## config.mk

```make
export PLATFORM = sky130hd
export DESIGN_NAME = reducer_accumulator_flat
export DESIGN_NICKNAME = d
export VERILOG_FILES = /design/src/rtl/reducer_accumulator_if.sv /design/src/rtl/reducer_accumulator.sv /design/src/flat_wrapper.sv
export SDC_FILE = /design/constraint.sdc
export NUM_CORES = 1
export LEC_CHECK = 0
export CORE_UTILIZATION = 25
export DETAILED_ROUTE_END_ITERATION = 16
export PLACE_DENSITY = 0.41
export SYNTH_ARGS = -nofsm -noshare
export SYNTH_HDL_FRONTEND = slang
export SYNTH_SLANG_ARGS = --single-unit
```

## constraint.sdc

```tcl
create_clock -name clk -period 3.6 [get_ports clk]
set_input_delay 0.72 -clock clk [delete_from_list [all_inputs] [get_ports clk]]
set_output_delay 0.72 -clock clk [all_outputs]
set_load 0.01 [all_outputs]
```

## src/rtl/reducer_accumulator_if.sv

```systemverilog
// Stream bundle for the reducer: key/value words in, {key, sum} words out,
// plus the end-of-stream flush and status outputs.
interface reducer_accumulator_if #(
    parameter int KEY_W = 32,
    parameter int VAL_W = 32,
    parameter int CNT_W = 16
);
    logic [KEY_W+VAL_W-1:0] io_rx_dat_int;
    logic                   io_rx_val;
    logic                   io_rx_rdy;
    logic                   io_flush;
    logic [KEY_W+VAL_W-1:0] io_tx_dat_int;
    logic                   io_tx_val;
    logic                   io_tx_rdy;
    logic                   io_busy;
    logic [CNT_W-1:0]       io_groups;

    modport master (
        output io_rx_dat_int, io_rx_val, io_flush, io_tx_rdy,
        input  io_rx_rdy, io_tx_dat_int, io_tx_val, io_busy, io_groups
    );

    modport slave (
        input  io_rx_dat_int, io_rx_val, io_flush, io_tx_rdy,
        output io_rx_rdy, io_tx_dat_int, io_tx_val, io_busy, io_groups
    );
endinterface

```

## src/rtl/reducer_accumulator.sv

```systemverilog
// Sums values over runs of consecutive equal keys and emits one {key, sum}
// word per run through a single-entry output slot.
//
//   state | meaning
//   IDLE  | no pending run
//   ACCUM | acc_key/acc_sum hold the current run
module reducer_accumulator #(
    parameter int KEY_W = 32,
    parameter int VAL_W = 32,
    parameter int CNT_W = 16
) (
    input  logic                 clk,
    input  logic                 reset,
    reducer_accumulator_if.slave bus
);
    localparam int DAT_W = KEY_W + VAL_W;

    typedef enum logic {IDLE, ACCUM} state_t;

    state_t             state_q, state_d;
    logic [KEY_W-1:0]   acc_key_q, acc_key_d;
    logic [VAL_W-1:0]   acc_sum_q, acc_sum_d;
    logic [DAT_W-1:0]   out_reg_q, out_reg_d;
    logic               out_full_q, out_full_d;
    logic [CNT_W-1:0]   groups_q, groups_d;

    logic               out_free;
    logic               rx_rdy;
    logic               rx_fire;
    logic               flush_fire;
    logic               tx_fire;
    logic [KEY_W-1:0]   rx_key;
    logic [VAL_W-1:0]   rx_val;

    assign rx_key = bus.io_rx_dat_int[DAT_W-1:VAL_W];
    assign rx_val = bus.io_rx_dat_int[VAL_W-1:0];

    always_comb begin
        out_free   = !out_full_q || bus.io_tx_rdy;
        // flush wins over rx, so the two fire conditions never overlap
        rx_rdy     = out_free && !bus.io_flush;
        rx_fire    = bus.io_rx_val && rx_rdy;
        flush_fire = bus.io_flush && out_free;
        tx_fire    = out_full_q && bus.io_tx_rdy;

        state_d    = state_q;
        acc_key_d  = acc_key_q;
        acc_sum_d  = acc_sum_q;
        out_reg_d  = out_reg_q;
        out_full_d = out_full_q;
        groups_d   = groups_q;

        if (tx_fire) begin
            out_full_d = 1'b0;
            groups_d   = groups_q + CNT_W'(1);
        end

        if (flush_fire) begin
            if (state_q == ACCUM) begin
                out_reg_d  = {acc_key_q, acc_sum_q};
                out_full_d = 1'b1;
                state_d    = IDLE;
            end
        end else if (rx_fire) begin
            if (state_q == IDLE) begin
                acc_key_d = rx_key;
                acc_sum_d = rx_val;
                state_d   = ACCUM;
            end else if (rx_key == acc_key_q) begin
                acc_sum_d = acc_sum_q + rx_val;
            end else begin
                out_reg_d  = {acc_key_q, acc_sum_q};
                out_full_d = 1'b1;
                acc_key_d  = rx_key;
                acc_sum_d  = rx_val;
            end
        end
    end

    always_ff @(posedge clk) begin
        if (reset) begin
            state_q    <= IDLE;
            acc_key_q  <= '0;
            acc_sum_q  <= '0;
            out_reg_q  <= '0;
            out_full_q <= 1'b0;
            groups_q   <= '0;
        end else begin
            state_q    <= state_d;
            acc_key_q  <= acc_key_d;
            acc_sum_q  <= acc_sum_d;
            out_reg_q  <= out_reg_d;
            out_full_q <= out_full_d;
            groups_q   <= groups_d;
        end
    end

    assign bus.io_rx_rdy     = rx_rdy;
    assign bus.io_tx_dat_int = out_reg_q;
    assign bus.io_tx_val     = out_full_q;
    assign bus.io_busy       = (state_q == ACCUM) || out_full_q;
    assign bus.io_groups     = groups_q;
endmodule
```

## src/flat_wrapper.sv

```systemverilog
// flat-port wrapper written by rule: the top's interface ports become plain ports
module reducer_accumulator_flat 
#(
    parameter int KEY_W = 32,
    parameter int VAL_W = 32,
    parameter int CNT_W = 16
)
  (clk, reset, bus_io_rx_dat_int, bus_io_rx_val, bus_io_flush, bus_io_tx_rdy, bus_io_rx_rdy, bus_io_tx_dat_int, bus_io_tx_val, bus_io_busy, bus_io_groups);
  reducer_accumulator_if #(.KEY_W(KEY_W), .VAL_W(VAL_W), .CNT_W(CNT_W)) bus_i ();
  input  logic clk;
  input  logic reset;
  input wire logic [$bits(bus_i.io_rx_dat_int)-1:0] bus_io_rx_dat_int;
  input wire logic [$bits(bus_i.io_rx_val)-1:0] bus_io_rx_val;
  input wire logic [$bits(bus_i.io_flush)-1:0] bus_io_flush;
  input wire logic [$bits(bus_i.io_tx_rdy)-1:0] bus_io_tx_rdy;
  output wire logic [$bits(bus_i.io_rx_rdy)-1:0] bus_io_rx_rdy;
  output wire logic [$bits(bus_i.io_tx_dat_int)-1:0] bus_io_tx_dat_int;
  output wire logic [$bits(bus_i.io_tx_val)-1:0] bus_io_tx_val;
  output wire logic [$bits(bus_i.io_busy)-1:0] bus_io_busy;
  output wire logic [$bits(bus_i.io_groups)-1:0] bus_io_groups;
  assign bus_i.io_rx_dat_int = bus_io_rx_dat_int;
  assign bus_i.io_rx_val = bus_io_rx_val;
  assign bus_i.io_flush = bus_io_flush;
  assign bus_i.io_tx_rdy = bus_io_tx_rdy;
  assign bus_io_rx_rdy = bus_i.io_rx_rdy;
  assign bus_io_tx_dat_int = bus_i.io_tx_dat_int;
  assign bus_io_tx_val = bus_i.io_tx_val;
  assign bus_io_busy = bus_i.io_busy;
  assign bus_io_groups = bus_i.io_groups;
  reducer_accumulator #(.KEY_W(KEY_W), .VAL_W(VAL_W), .CNT_W(CNT_W)) u_core (.clk(clk), .reset(reset), .bus(bus_i));
endmodule
```

==> results.yml <==
run_status:
  status: "complete, no violations"
worst_setup_path:
  critPathMaxFanout: 5
  worstPathRequired_ns: 3.95
  reg2reg_depth: 11
  r2r-end: "u_core.acc_sum_q[20]"
  path_class: "input port to register"
  r2r_slack_ns: 0.84
  cp-end-kind: "register"
  critPathLaunchType: "input port"
  r2r-start: "u_core.acc_sum_q[0]"
  cp.arrival_ns: 3.50
synthesis:
  yosys_warnings: 0
  synth_edf_count: 0
  async_reset_ff_share_pct: 0
  ys_ff_latch: 146
  yosysTopAreaCell: "dfxtp_1"
  ys_seq_area_share_pct: 38.0
  synth_nets: 950
  synthFlopType: "dfxtp_1"
  synth.distinct_cells: 70
  synth_area_leaders: "dfxtp_1 38%, mux2i_1 14%, nor2_1 7.3%"
  synth_cells: 848
  synth_area_um2: 7700
  netlist.area_leader.share_pct: 38.0
  synth_area_per_cell_um2: 9.08
global_route:
  grt_max_degree: 68
  grtUsageTotal_pct: 14.7
  grt_pass1_wl_um: 36100
  antenna_found_initial: 2
  grt-ovfl-total: 0
  grt_pass1_vias: 6435
detailed_routing:
  via_per_inst: 4.59
  ant_nets: 0
  drt_iter0_drc: 259
  drc_errors: 0
  dr.pass1.iters: 4
  totalWireLength_um: 22300
  vias: 6435
  wl_per_cell_um: 15.9
clocking:
  cts_buffers: 17
  tritoncts: "built"
  cts_hold_buf: 0
  cts_root_buf: "clkbuf_16"
  clock_latency_ns: 0.43
  clock_path_buffers: 2
  post-cts-setup-buffer-count: 0
  cts.sinks: 146
  clk_pin_slew_ns: 0.07
  cts_max_level: 4
  cts-resized-gates: 0
job:
  drv_cap: 0
timing:
  hold_viol: 0
  fin_setup_tns_ns: 0
  clock_skew_ns: 0.0167
  clock.fmax_ghz: 0.317
  slew_viol_final: 0
  whs_ns: 0.491
  grt_setup_unrepaired: "no"
  final-setup-viol-count: 0
  min_period_ns: 3.15
  tightestPinTransition_ns: 0.755
  relSlewSlack_pct: 49.6
  fin_crit_sh_pct: 87.5
placement:
  gp_congestion: 0.807
  dp_hpwl_um: 16300
  io_buffers: 151
  dp.cells: 1368
power_and_ir_drop:
  p_leak_nw: 3.91
  vdd_drop_max_mv: 0.257
  fin_total_pwr_mw: 4.16
  power_density_nw_per_um2: 404
layout:
  layout_commonest_cell: "clkdlybuf4s50_1"
  drive_above_1_share_pct: 8.51
  final_cell_mix: "150 x clkdlybuf4s50_1, 148 x nor2_1, 146 x dfxtp_1"
  seqCellArea_um2: 2920
  final_cells: 1401
  syn_to_final_growth_pct: 33.6
  layout.nets: 1099
  multiInputGateArea_um2: 4510
  nFillCells: 3123
die:
  initial_utilization_pct: 25.7
  dieArea_um2: 31500
  die_h_um: 178
  die_w_um: 178
  core-area_um2: 30000
  rows: 63
  io_pins: 152
min_path:
  hold_depth: 2
  min_from: "u_core.acc_sum_q[20]"
  min_to: "u_core.acc_sum_q[20]"
  hold_path.class: "register to register"
## state kept, by name, indices dropped and copies added, names as in the netlist
name                      flops
u_core.bus.io_groups         16
u_core.acc_key_q             32
u_core.bus.io_tx_dat_int     64
u_core.acc_sum_q             32
u_core.bus.io_tx_val          1
u_core.state_q                1
## area by class of cell
cell class	count	area share, %
antenna	1	0.0243
clock buffer	17	4.14
clock inverter	15	1.58
inverter	6	0.219
multi-input combinational	649	43.8
sequential	146	28.4
tap	390	4.74
timing repair buffer	177	17.1
## through the flow
step | cell area (um2) | utilization (%) | worst slack [ns]
2_1_floorplan | 7700 | - | 0.671
3_3_place_gp | 9700 | 32.4 | 0.0586
3_5_place_dp | 9700 | 32.4 | 0.0211
4_1_cts | 10300 | 34.3 | 0.460
5_1_grt | 10300 | 34.3 | 0.328
6_report | 10300 | 34.3 | 0.449
## power by group
group          total [mW]  leakage [nW]  internal, mW  switching [mW]
Combinational       0.656          2.44         0.320           0.336
Clock                1.79         0.279         0.931           0.861
Sequential           1.71          1.19          1.67          0.0463
Total                4.16          3.91          2.92            1.24
## how the worst max path moves through the flow
stage,depth (start not counted),start,to
after detailed placement,12,bus_io_rx_dat_int[0],u_core.acc_sum_q[20]
after floorplan,10,bus_io_rx_dat_int[0],u_core.acc_sum_q[20]
final,12,bus_io_rx_dat_int[0],u_core.acc_sum_q[20]
after global placement,12,bus_io_rx_dat_int[0],u_core.acc_sum_q[20]
after CTS,12,bus_io_rx_dat_int[0],u_core.acc_sum_q[20]
after global routing,12,bus_io_rx_dat_int[0],u_core.acc_sum_q[20]
## per-layer routing
layer / global-route usage (%) / wire length [um]
met5: 0 / 11
met3: 5.36 / 1510
met2: 22.3 / 9540
met1: 19.5 / 10900
met4: 3.81 / 275
## synth_stat cells (2+ instances only)
| cell | number |
|---|---|
| xnor2_1 | 50 |
| a21oi_2 | 2 |
| o21bai_1 | 3 |
| a221oi_1 | 2 |
| o22ai_1 | 2 |
| a221o_1 | 2 |
| a211oi_1 | 20 |
| nand3b_1 | 2 |
| o211a_1 | 4 |
| a21oi_1 | 40 |
| o21ai_1 | 2 |
| or2_2 | 5 |
| inv_1 | 6 |
| a211o_1 | 2 |
| o21ai_0 | 23 |
| ha_1 | 32 |
| or3_1 | 4 |
| dfxtp_1 | 146 |
| nand3_1 | 16 |
| nor4_1 | 5 |
| nor3_1 | 7 |
| nor2_1 | 150 |
| mux2i_1 | 111 |
| buf_4 | 8 |
| and4_1 | 4 |
| buf_6 | 4 |
| and2_1 | 4 |
| a31oi_1 | 7 |
| xor2_1 | 17 |
| and3_1 | 12 |
| nand2b_1 | 2 |
| nand2_1 | 48 |
| clkbuf_1 | 24 |
| o21a_1 | 5 |
| o211ai_1 | 5 |
| buf_2 | 8 |
| a21o_1 | 16 |
| nand4_1 | 16 |
## logic make-up after synthesis
logic type | count (synthesis) | share of synthesized area [%]
AOI/OAI and AO/OA | 153 | 13.8
and+or+nand+nor | 283 | 16.6
xor gates and xnor gates | 67 | 7.62
buffers and inverters | 53 | 3.77
DFF | 146 | 38.0
muxes | 113 | 14.8
adders and majority gates | 33 | 5.46
## worst max-delay path, stage by stage
cell and delay, ns:
clkdlybuf4s50_1 0.44, ha_1 0.24, fa_1 0.41, a21oi_1 0.22
o21ai_0 0.14, a31o_2 0.29, o211a_1 0.24, o21ai_1 0.16
buf_4 0.16, xor2_1 0.06, a211o_1 0.29, a21oi_1 0.13
Power figures use the tool's default switching activity.
